==> config.mk <==
export PLATFORM = sky130hd
export DESIGN_NAME = dht11_data_receiver
export DESIGN_NICKNAME = d
export VERILOG_FILES = /design/src/rtl/dht11_data_receiver.sv
export SDC_FILE = /design/constraint.sdc
export NUM_CORES = 1
export LEC_CHECK = 0
export CAP_MARGIN = 10
export CORE_MARGIN = 8
export CORE_UTILIZATION = 45
export CTS_BUF_LIST = sky130_fd_sc_hd__clkbuf_16
export CTS_CLUSTER_DIAMETER = 100
export DETAILED_ROUTE_END_ITERATION = 8
export PLACE_DENSITY_LB_ADDON = 0.15
export SETUP_SLACK_MARGIN = 0.02
export SLEW_MARGIN = 20
export SYNTH_ARGS = -nofsm -noshare
export SYNTH_HDL_FRONTEND = slang
export SYNTH_SLANG_ARGS = --single-unit
==> constraint.sdc <==
create_clock -name clk -period 5.2 [get_ports clk]
set_input_delay 1.56 -clock clk [delete_from_list [all_inputs] [get_ports clk]]
set_output_delay 1.56 -clock clk [all_outputs]
set_load 0.02 [all_outputs]
==> src/rtl/dht11_data_receiver.sv <==
// DHT11 40-bit frame receiver: measures each bit's high-pulse width on the synchronized
// data line, checks the checksum and reports bytes with one-cycle status strobes.
module dht11_data_receiver #(
  parameter int BIT_THRESHOLD  = 40,
  parameter int TIMEOUT_CYCLES = 200,
  parameter int NUM_BITS       = 40
) (
  input  logic       clk,
  input  logic       rst,
  input  logic       start,
  input  logic       data_in,
  output logic [7:0] humidity_int,
  output logic [7:0] humidity_dec,
  output logic [7:0] temp_int,
  output logic [7:0] temp_dec,
  output logic       data_valid,
  output logic       checksum_error,
  output logic       timeout_error,
  output logic       busy
);

  localparam int            BW       = $clog2(NUM_BITS + 1);
  localparam logic [BW-1:0] LAST_BIT = BW'(NUM_BITS - 1);
  localparam logic [7:0]    TO_LAST  = 8'(TIMEOUT_CYCLES - 1);

  typedef enum logic [2:0] {IDLE, WAIT_FALL, MEAS_LOW, MEAS_HIGH, CHECK} state_e;

  state_e              state_q;
  logic                s1_q, cur_q, prev_q, start_q;
  logic [7:0]          cnt_q;
  logic [BW-1:0]       bitcnt_q;
  logic [NUM_BITS-1:0] sh_q;
  logic [7:0]          hum_int_q, hum_dec_q, tmp_int_q, tmp_dec_q;
  logic                valid_q, cksum_q, tmo_q;

  logic                fall, rise, start_rise, bit_val, timed_out;
  logic [8:0]          hi_len;
  logic [NUM_BITS-1:0] sh_d;
  logic [7:0]          sum_d;

  assign fall       = prev_q & ~cur_q;
  assign rise       = ~prev_q & cur_q;
  assign start_rise = start & ~start_q;
  assign timed_out  = (cnt_q >= TO_LAST);
  // cnt_q lags the physical high width by one cycle at the fall
  assign hi_len     = {1'b0, cnt_q} + 9'd1;
  assign bit_val    = (hi_len > 9'(BIT_THRESHOLD));
  assign sh_d       = {sh_q[NUM_BITS-2:0], bit_val};
  assign sum_d      = sh_d[NUM_BITS-1 -: 8] + sh_d[NUM_BITS-9 -: 8]
                    + sh_d[NUM_BITS-17 -: 8] + sh_d[NUM_BITS-25 -: 8];

  always_ff @(posedge clk or negedge rst) begin
    if (!rst) begin
      state_q   <= IDLE;
      s1_q      <= 1'b1;
      cur_q     <= 1'b1;
      prev_q    <= 1'b1;
      start_q   <= 1'b0;
      cnt_q     <= '0;
      bitcnt_q  <= '0;
      sh_q      <= '0;
      hum_int_q <= '0;
      hum_dec_q <= '0;
      tmp_int_q <= '0;
      tmp_dec_q <= '0;
      valid_q   <= 1'b0;
      cksum_q   <= 1'b0;
      tmo_q     <= 1'b0;
    end else begin
      s1_q    <= data_in;
      cur_q   <= s1_q;
      prev_q  <= cur_q;
      start_q <= start;
      valid_q <= 1'b0;
      cksum_q <= 1'b0;
      tmo_q   <= 1'b0;
      cnt_q   <= (cnt_q == 8'hFF) ? cnt_q : cnt_q + 8'd1;
      case (state_q)
        IDLE: if (start_rise) begin
          state_q  <= WAIT_FALL;
          cnt_q    <= '0;
          bitcnt_q <= '0;
        end
        WAIT_FALL, MEAS_LOW: begin
          if ((state_q == WAIT_FALL) ? fall : rise) begin
            state_q <= (state_q == WAIT_FALL) ? MEAS_LOW : MEAS_HIGH;
            cnt_q   <= '0;
          end else if (timed_out) begin
            state_q  <= IDLE;
            cnt_q    <= '0;
            bitcnt_q <= '0;
            tmo_q    <= 1'b1;
          end
        end
        MEAS_HIGH: begin
          if (fall) begin
            sh_q  <= sh_d;
            cnt_q <= '0;
            if (bitcnt_q == LAST_BIT) begin
              // Report in the CHECK cycle so the strobe coincides with busy still high
              state_q  <= CHECK;
              bitcnt_q <= '0;
              if (sum_d == sh_d[7:0]) begin
                hum_int_q <= sh_d[NUM_BITS-1 -: 8];
                hum_dec_q <= sh_d[NUM_BITS-9 -: 8];
                tmp_int_q <= sh_d[NUM_BITS-17 -: 8];
                tmp_dec_q <= sh_d[NUM_BITS-25 -: 8];
                valid_q   <= 1'b1;
              end else begin
                cksum_q <= 1'b1;
              end
            end else begin
              state_q  <= MEAS_LOW;
              bitcnt_q <= bitcnt_q + 1'b1;
            end
          end else if (timed_out) begin
            state_q  <= IDLE;
            cnt_q    <= '0;
            bitcnt_q <= '0;
            tmo_q    <= 1'b1;
          end
        end
        CHECK: begin
          state_q <= IDLE;
          cnt_q   <= '0;
        end
        default: state_q <= IDLE;
      endcase
    end
  end

  assign humidity_int   = hum_int_q;
  assign humidity_dec   = hum_dec_q;
  assign temp_int       = tmp_int_q;
  assign temp_dec       = tmp_dec_q;
  assign data_valid     = valid_q;
  assign checksum_error = cksum_q;
  assign timeout_error  = tmo_q;
  assign busy           = (state_q != IDLE);

endmodule

# Word-level counts from Yosys, hierarchy flattened
# Cells that the tools add are included.
# W data, S select, Z words.
[totals]
latch_bits = 0
regBits = 95
word_cells = 77
mem_count = 0
romBits = 0
out_inout_bits = 36
ramBits = 0
[op_classes]
mul = 0
order_cmp = 2
n_eq_ne = 9
reduce_logical = 7
addsub = 6
shifts = 0
n_bitwise = 6
n_mux = 32
div_mod_pow = 0
[op_table]
columns = ["operator", "count"]
rows = [
  ["$mux W8", 5],
  ["$pmux W8 S4", 1],
  ["$mux W6", 5],
  ["$add A8 B8 Y8", 3],
  ["$pmux W6 S3", 1],
  ["$mux W3", 5],
  ["$mux W1", 13],
  ["$add A8 B1 Y9 const B", 1],
  ["$gt A9 B6 Y1 const B", 1],
  ["$pmux W3 S3", 1],
  ["$add A8 B1 Y8 const B", 1],
  ["$eq A8 B8 Y1", 1],
  ["$eq A8 B8 Y1 const B", 1],
  ["$ge A8 B8 Y1 const B", 1],
  ["$add A6 B1 Y6 const B", 1],
  ["$eq A3 B2 Y1 const B", 2],
  ["$eq A6 B6 Y1 const B", 1],
  ["$reduce_bool A3 Y1", 2],
  ["$ne A2 B2 Y1 const B", 2],
  ["$reduce_and A4 Y1", 1],
  ["$and A1 B1 Y1", 3],
  ["$eq A3 B1 Y1 const B", 1],
  ["$eq A3 B3 Y1 const B", 1],
  ["$logic_not A3 Y1", 1],
  ["5 further kinds", 7],
]

# Depth between registers and ports, before layout
[depth]
word_depth = 8
ltp_mapped = 13

# Least setup slack after synthesis
# Ideal clock, no wire load.
[synth_timing]
path_type = "register to register"
start = "register sh_q[8]"
end = "register hum_dec_q[0] (netlist: humidity_dec[0])"
stages_incl_launch_ff = 14
path_buffers = 1
synth_period_minus_slack_ps = 3828
setup_slack_ps = 1372
arrival_time_ps = 3703
cell_sequence = "dfrtp_1 -> fa_1 -> inv_1 -> fa_1 -> inv_1 -> ha_1 -> fa_1 -> a21o_1 -> a21oi_1 -> xnor2_1 -> nand3_1 -> a2111oi_4 -> buf_6 -> mux2_4"
[synth_via]
elab_chain_cells = 3
[synth_rtl]
columns = ["element", "line_no", "text"]
rows = [
  ["start, declared", "32", "logic [NUM_BITS-1:0] sh_q;"],
  ["start signal, assigned", "61", "sh_q <= '0;"],
  ["start signal, assigned", "97", "sh_q <= sh_d;"],
  ["$add A8 B8 Y8", "50", "+ sh_d[NUM_BITS-17 -: 8] + sh_d[NUM_BITS-25 -: 8];"],
  ["$eq A8 B8 Y1", "103", "if (sum_d == sh_d[7:0]) begin"],
  ["$reduce_and A4 Y1 (no source line)", "n/a", ""],
  ["end signal, assigned", "105", "hum_dec_q <= sh_d[NUM_BITS-9 -: 8];"],
  ["end, declared", "33", "logic [7:0] hum_int_q, hum_dec_q, tmp_int_q, tmp_dec_q;"],
]
# Every way passes these cells.
# A chain may end at the register's enable or synchronous reset.

# Final worst setup path
[layout_timing]
start = "register sh_q[8]"
end = "register tmp_dec_q[1] (netlist: temp_dec[1])"
[layout_via]
elab_chain_cells = 3
[layout_rtl]
columns = ["element", "line_no", "text"]
rows = [
  ["$add A8 B8 Y8", "50", ""],
  ["$eq A8 B8 Y1", "103", ""],
  ["$reduce_and A4 Y1 (no source line)", "n/a", ""],
  ["end signal, assigned", "107", "tmp_dec_q <= sh_d[NUM_BITS-25 -: 8];"],
  ["end, declared", "33", ""],
]
# Parallel ways exist; a longest one is shown, timed or not.

==> key figures <==
Clock network
  • Clock latency on the worst-skew pair: 0.34 ns
  • Clock sink count: 95
  • Clock transition at path regs: 0.07 ns
  • Post-cts resize count: 0
  • CTS tree: built
  • H-tree lvl count: 3
  • CTS Buf Count: 9
  • Setup bufs post-CTS: 0
  • Clock buffer depth: 2
  • Hold_buf cts: 0
  • Clock Tree Root: clkbuf_16

Global routing
  • First-pass GRT wire length: 15.7 mm
  • GRT Total Usage: 13.7%
  • Number of global-route vias before repair: 3089
  • Met2 GRT Util: 22.0%
  • Met1 usage: 17.1%
  • Antenna violations before repair: 0
  • Top Usage Layer GRT: met2
  • Routing usage on met3: 3.35%
  • Total grt overflow: 0
  • Largest net degree at the start of global routing: 72

Yosys
  • Ys Warns: 0
  • Multiplexer share of the synthesized area: 16.9%
  • Commonest cells post-synth: 92 x dfrtp_1, 30 x mux2_2, 30 x mux2_4
  • Post-synthesis sequential area ratio: 49.7%
  • Adder-cell share of the synthesized area: 8.47%
  • Async set or reset register ratio after synthesis: 100%
  • Gate count of the mapped netlist: 382
  • Mapped Avg Cell Area: 12.5 sq um
  • Top-count cell post-synth: dfrtp_1
  • Synthesized flop and latch total: 95
  • XOR/XNOR share of the synthesized area: 3.66%
  • Mapped Area: 4790 sq um
  • Area contributors post-synth: dfrtp_1 48%, mux2_4 9.4%, mux2_2 7.1%
  • Syn_nets: 410
  • Synth Area in Compound Gates: 9.33%
  • Simple-Gate Fraction of Synth Area: 8.47%
  • Area leader, netlist: dfrtp_1
  • Synth top area share: 48.1%
  • Largest family of logic cells by synthesized area: multiplexers
  • Synth cell types: 54
  • Ys flop type: dfrtp_1
  • Post-synth EDFFs: 0

Setup path
  • CP required: 5.42 ns
  • Critical R2R Launch: sh_q[8]
  • Cell family with most CP delay: adder cells
  • Crit path largest cell delay: 0.56 ns
  • CP max FO: 32
  • R2R cell count: 13
  • FF-to-FF End: temp_dec[1]
  • Critical path class: reg -> reg
  • Worst path cell trace: fa_1 -> inv_1 -> fa_1 -> inv_1 -> ha_1 -> fa_1 -> a21o_1 -> a21oi_1 -> xnor2_1 -> nand3_1 -> a2111oi_4 -> buf_4 -> mux2_2
  • Slowest-stage cell, CP: buf_4
  • Critical path's most frequent cell: fa_1
  • Crit path DAT: 4.49 ns
  • Worst setup SP type: flop
  • Buf/Inv on CP: 3
  • Endpoint type of the worst setup path: flop
  • Flop-to-flop setup slack: 0.93 ns

Floorplan
  • Std-Cell Rows: 37
  • Initial Util: 46.4%
  • IO Pins: 40
  • DIE AREA: 14200 sq um
  • Die Span X: 119 um
  • Overall die height: 119 um
  • Core Box Area: 10300 sq um

Drt
  • Post-Route WL: 9.14 mm
  • Drc violations: 0
  • ANT nets after route: 0
  • Wire length per cell: 16.4 um
  • Drt first pass iters: 4
  • Routed vias/inst: 5.31
  • Initial drt markers: 159
  • Via count: 2954

Timing
  • Fin crit share: 82.0%
  • Max frequency: 0.234 GHz
  • Fin. Hold Viols: 0
  • Slew margin rel.: 40.0%
  • Final setup viols: 0
  • RSZ-0062 raised after global routing: no
  • Max Transition Viols Final: 0
  • Fin Hold WS: 0.355 ns
  • Layout Skew: 0.00624 ns
  • Crit path time final: 4.27 ns
  • Total Neg Setup Slack: 0 ns
  • Worst-margin pin slew: 0.901 ns

Worst hold path
  • Hold EP: cur_q
  • Hold Path Depth: 0
  • Hold WC Path Type: reg -> reg
  • Min-delay src: s1_q

Placement
  • DP Cell Count: 540
  • Port buffer count: 39
  • Gp weighted congestion: 0.811
  • DP HPWL: 6.15 mm

Cells and area
  • FF/Latch Area: 2380 sq um
  • Final core occ: 53.7%
  • Fill cell instance count of the final layout: 901
  • Layout net count: 443
  • # diodes: 0
  • Cell Count, Final, Fillers Out: 556
  • Multi-input logic area: 2240 sq um
  • Area growth from synthesis to layout: 15.7%
  • Layout cells sized above 1: 21.0%

Status
  • Status: finished clean

Power and ir drop
  • Static Leak: 0.00258 uW
  • PD cells: 326 nW/um^2
  • Total power: 1800 uW
  • Maximum vdd ir drop: 0.176 mV

Run
  • Max_cap viols: 0
[placed cells by master (no fill, tap or decap), types with 3 or more instances in the layout]
cell and instances:
a211oi_1 3, a21oi_1 14, buf_4 4, clkbuf_16 9
dfstp_2 3, dfrtp_1 92, mux2_2 30, inv_1 13
nor2b_1 3, mux2_4 30, nor2_1 15, nor3_1 4
nand3_1 9, clkdlybuf4s50_1 38, o21ai_0 25, ha_1 10
fa_1 14, xnor2_1 13, xor2_1 7, nand2_1 27
nand4_1 5
[routing by layer]
metal / vias up / part of all wire (%)
met1: 1492 / 46
met5: - / 0
met2: 37 / 48
li1: 1410 / -
met4: 0 / 2.0
met3: 15 / 3.5
[worst max-delay path by stage]
stage | from | endpoint | slack (ns) | cells past startpoint
2_1_floorplan | sh_q[8] | humidity_dec[0] | 1.37 | 13
3_3_place_gp | sh_q[8] | temp_dec[0] | 1.02 | 13
3_5_place_dp | sh_q[8] | temp_dec[1] | 0.92 | 13
4_1_cts | sh_q[8] | temp_dec[1] | 0.89 | 13
5_1_grt | sh_q[8] | temp_dec[1] | 0.68 | 13
6_report | sh_q[8] | temp_dec[1] | 0.93 | 13
[per-stage QoR]
step | worst slack [ns] | instance area [sq um]
detailed placement | 0.916 | 5250
CTS | 0.893 | 5540
floorplan | 1.37 | 4790
global placement | 1.02 | 5250
finish | 0.935 | 5540
global route | 0.681 | 5540
[flip-flops by register name (all words and copies together) (netlist names)]
name / flops
sh_q: 39
cnt_q: 8
humidity_dec: 8
humidity_int: 8
temp_dec: 8
temp_int: 8
bitcnt_q: 6
state_q: 3
checksum_error: 1
cur_q: 1
data_valid: 1
prev_q: 1
s1_q: 1
start_q: 1
timeout_error: 1
[worst reg2reg max path, stage by stage, from the launching register on]
cell	delay [ns]
dfrtp_1	0.42
fa_1	0.54
inv_1	0.05
fa_1	0.50
inv_1	0.05
ha_1	0.23
fa_1	0.41
a21o_1	0.19
a21oi_1	0.22
xnor2_1	0.15
nand3_1	0.15
a2111oi_4	0.29
buf_4	0.56
mux2_2	0.41
[power by group]
part           internal [uW]  leakage (uW)  switching (uW)
clock network            369      0.000144             273
logic                    130       0.00114             156
registers                792       0.00130            84.2
[cells by family (layout without fill, tap and decap cells)]
| family | after synthesis | count (layout) |
|---|---|---|
| AND/OR/NAND/NOR | 81 | 81 |
| buffers and inverters | 32 | 70 |
| adder cells (fa/ha/maj) | 24 | 24 |
| flip-flops | 95 | 95 |
| AO/OA/AOI/OAI | 68 | 68 |
| XOR/XNOR | 20 | 20 |
| multiplexers | 62 | 62 |
[final cells by class]
cell class | count | share of cell area, %
clock inverter | 7 | 1.15
timing repair buffer | 42 | 7.41
sequential | 95 | 43.0
inverter | 12 | 0.813
clock buffer | 9 | 4.07
tap | 136 | 3.07
multi-input combinational | 255 | 40.5
Note: power is estimated with default switching activity, not from simulation.
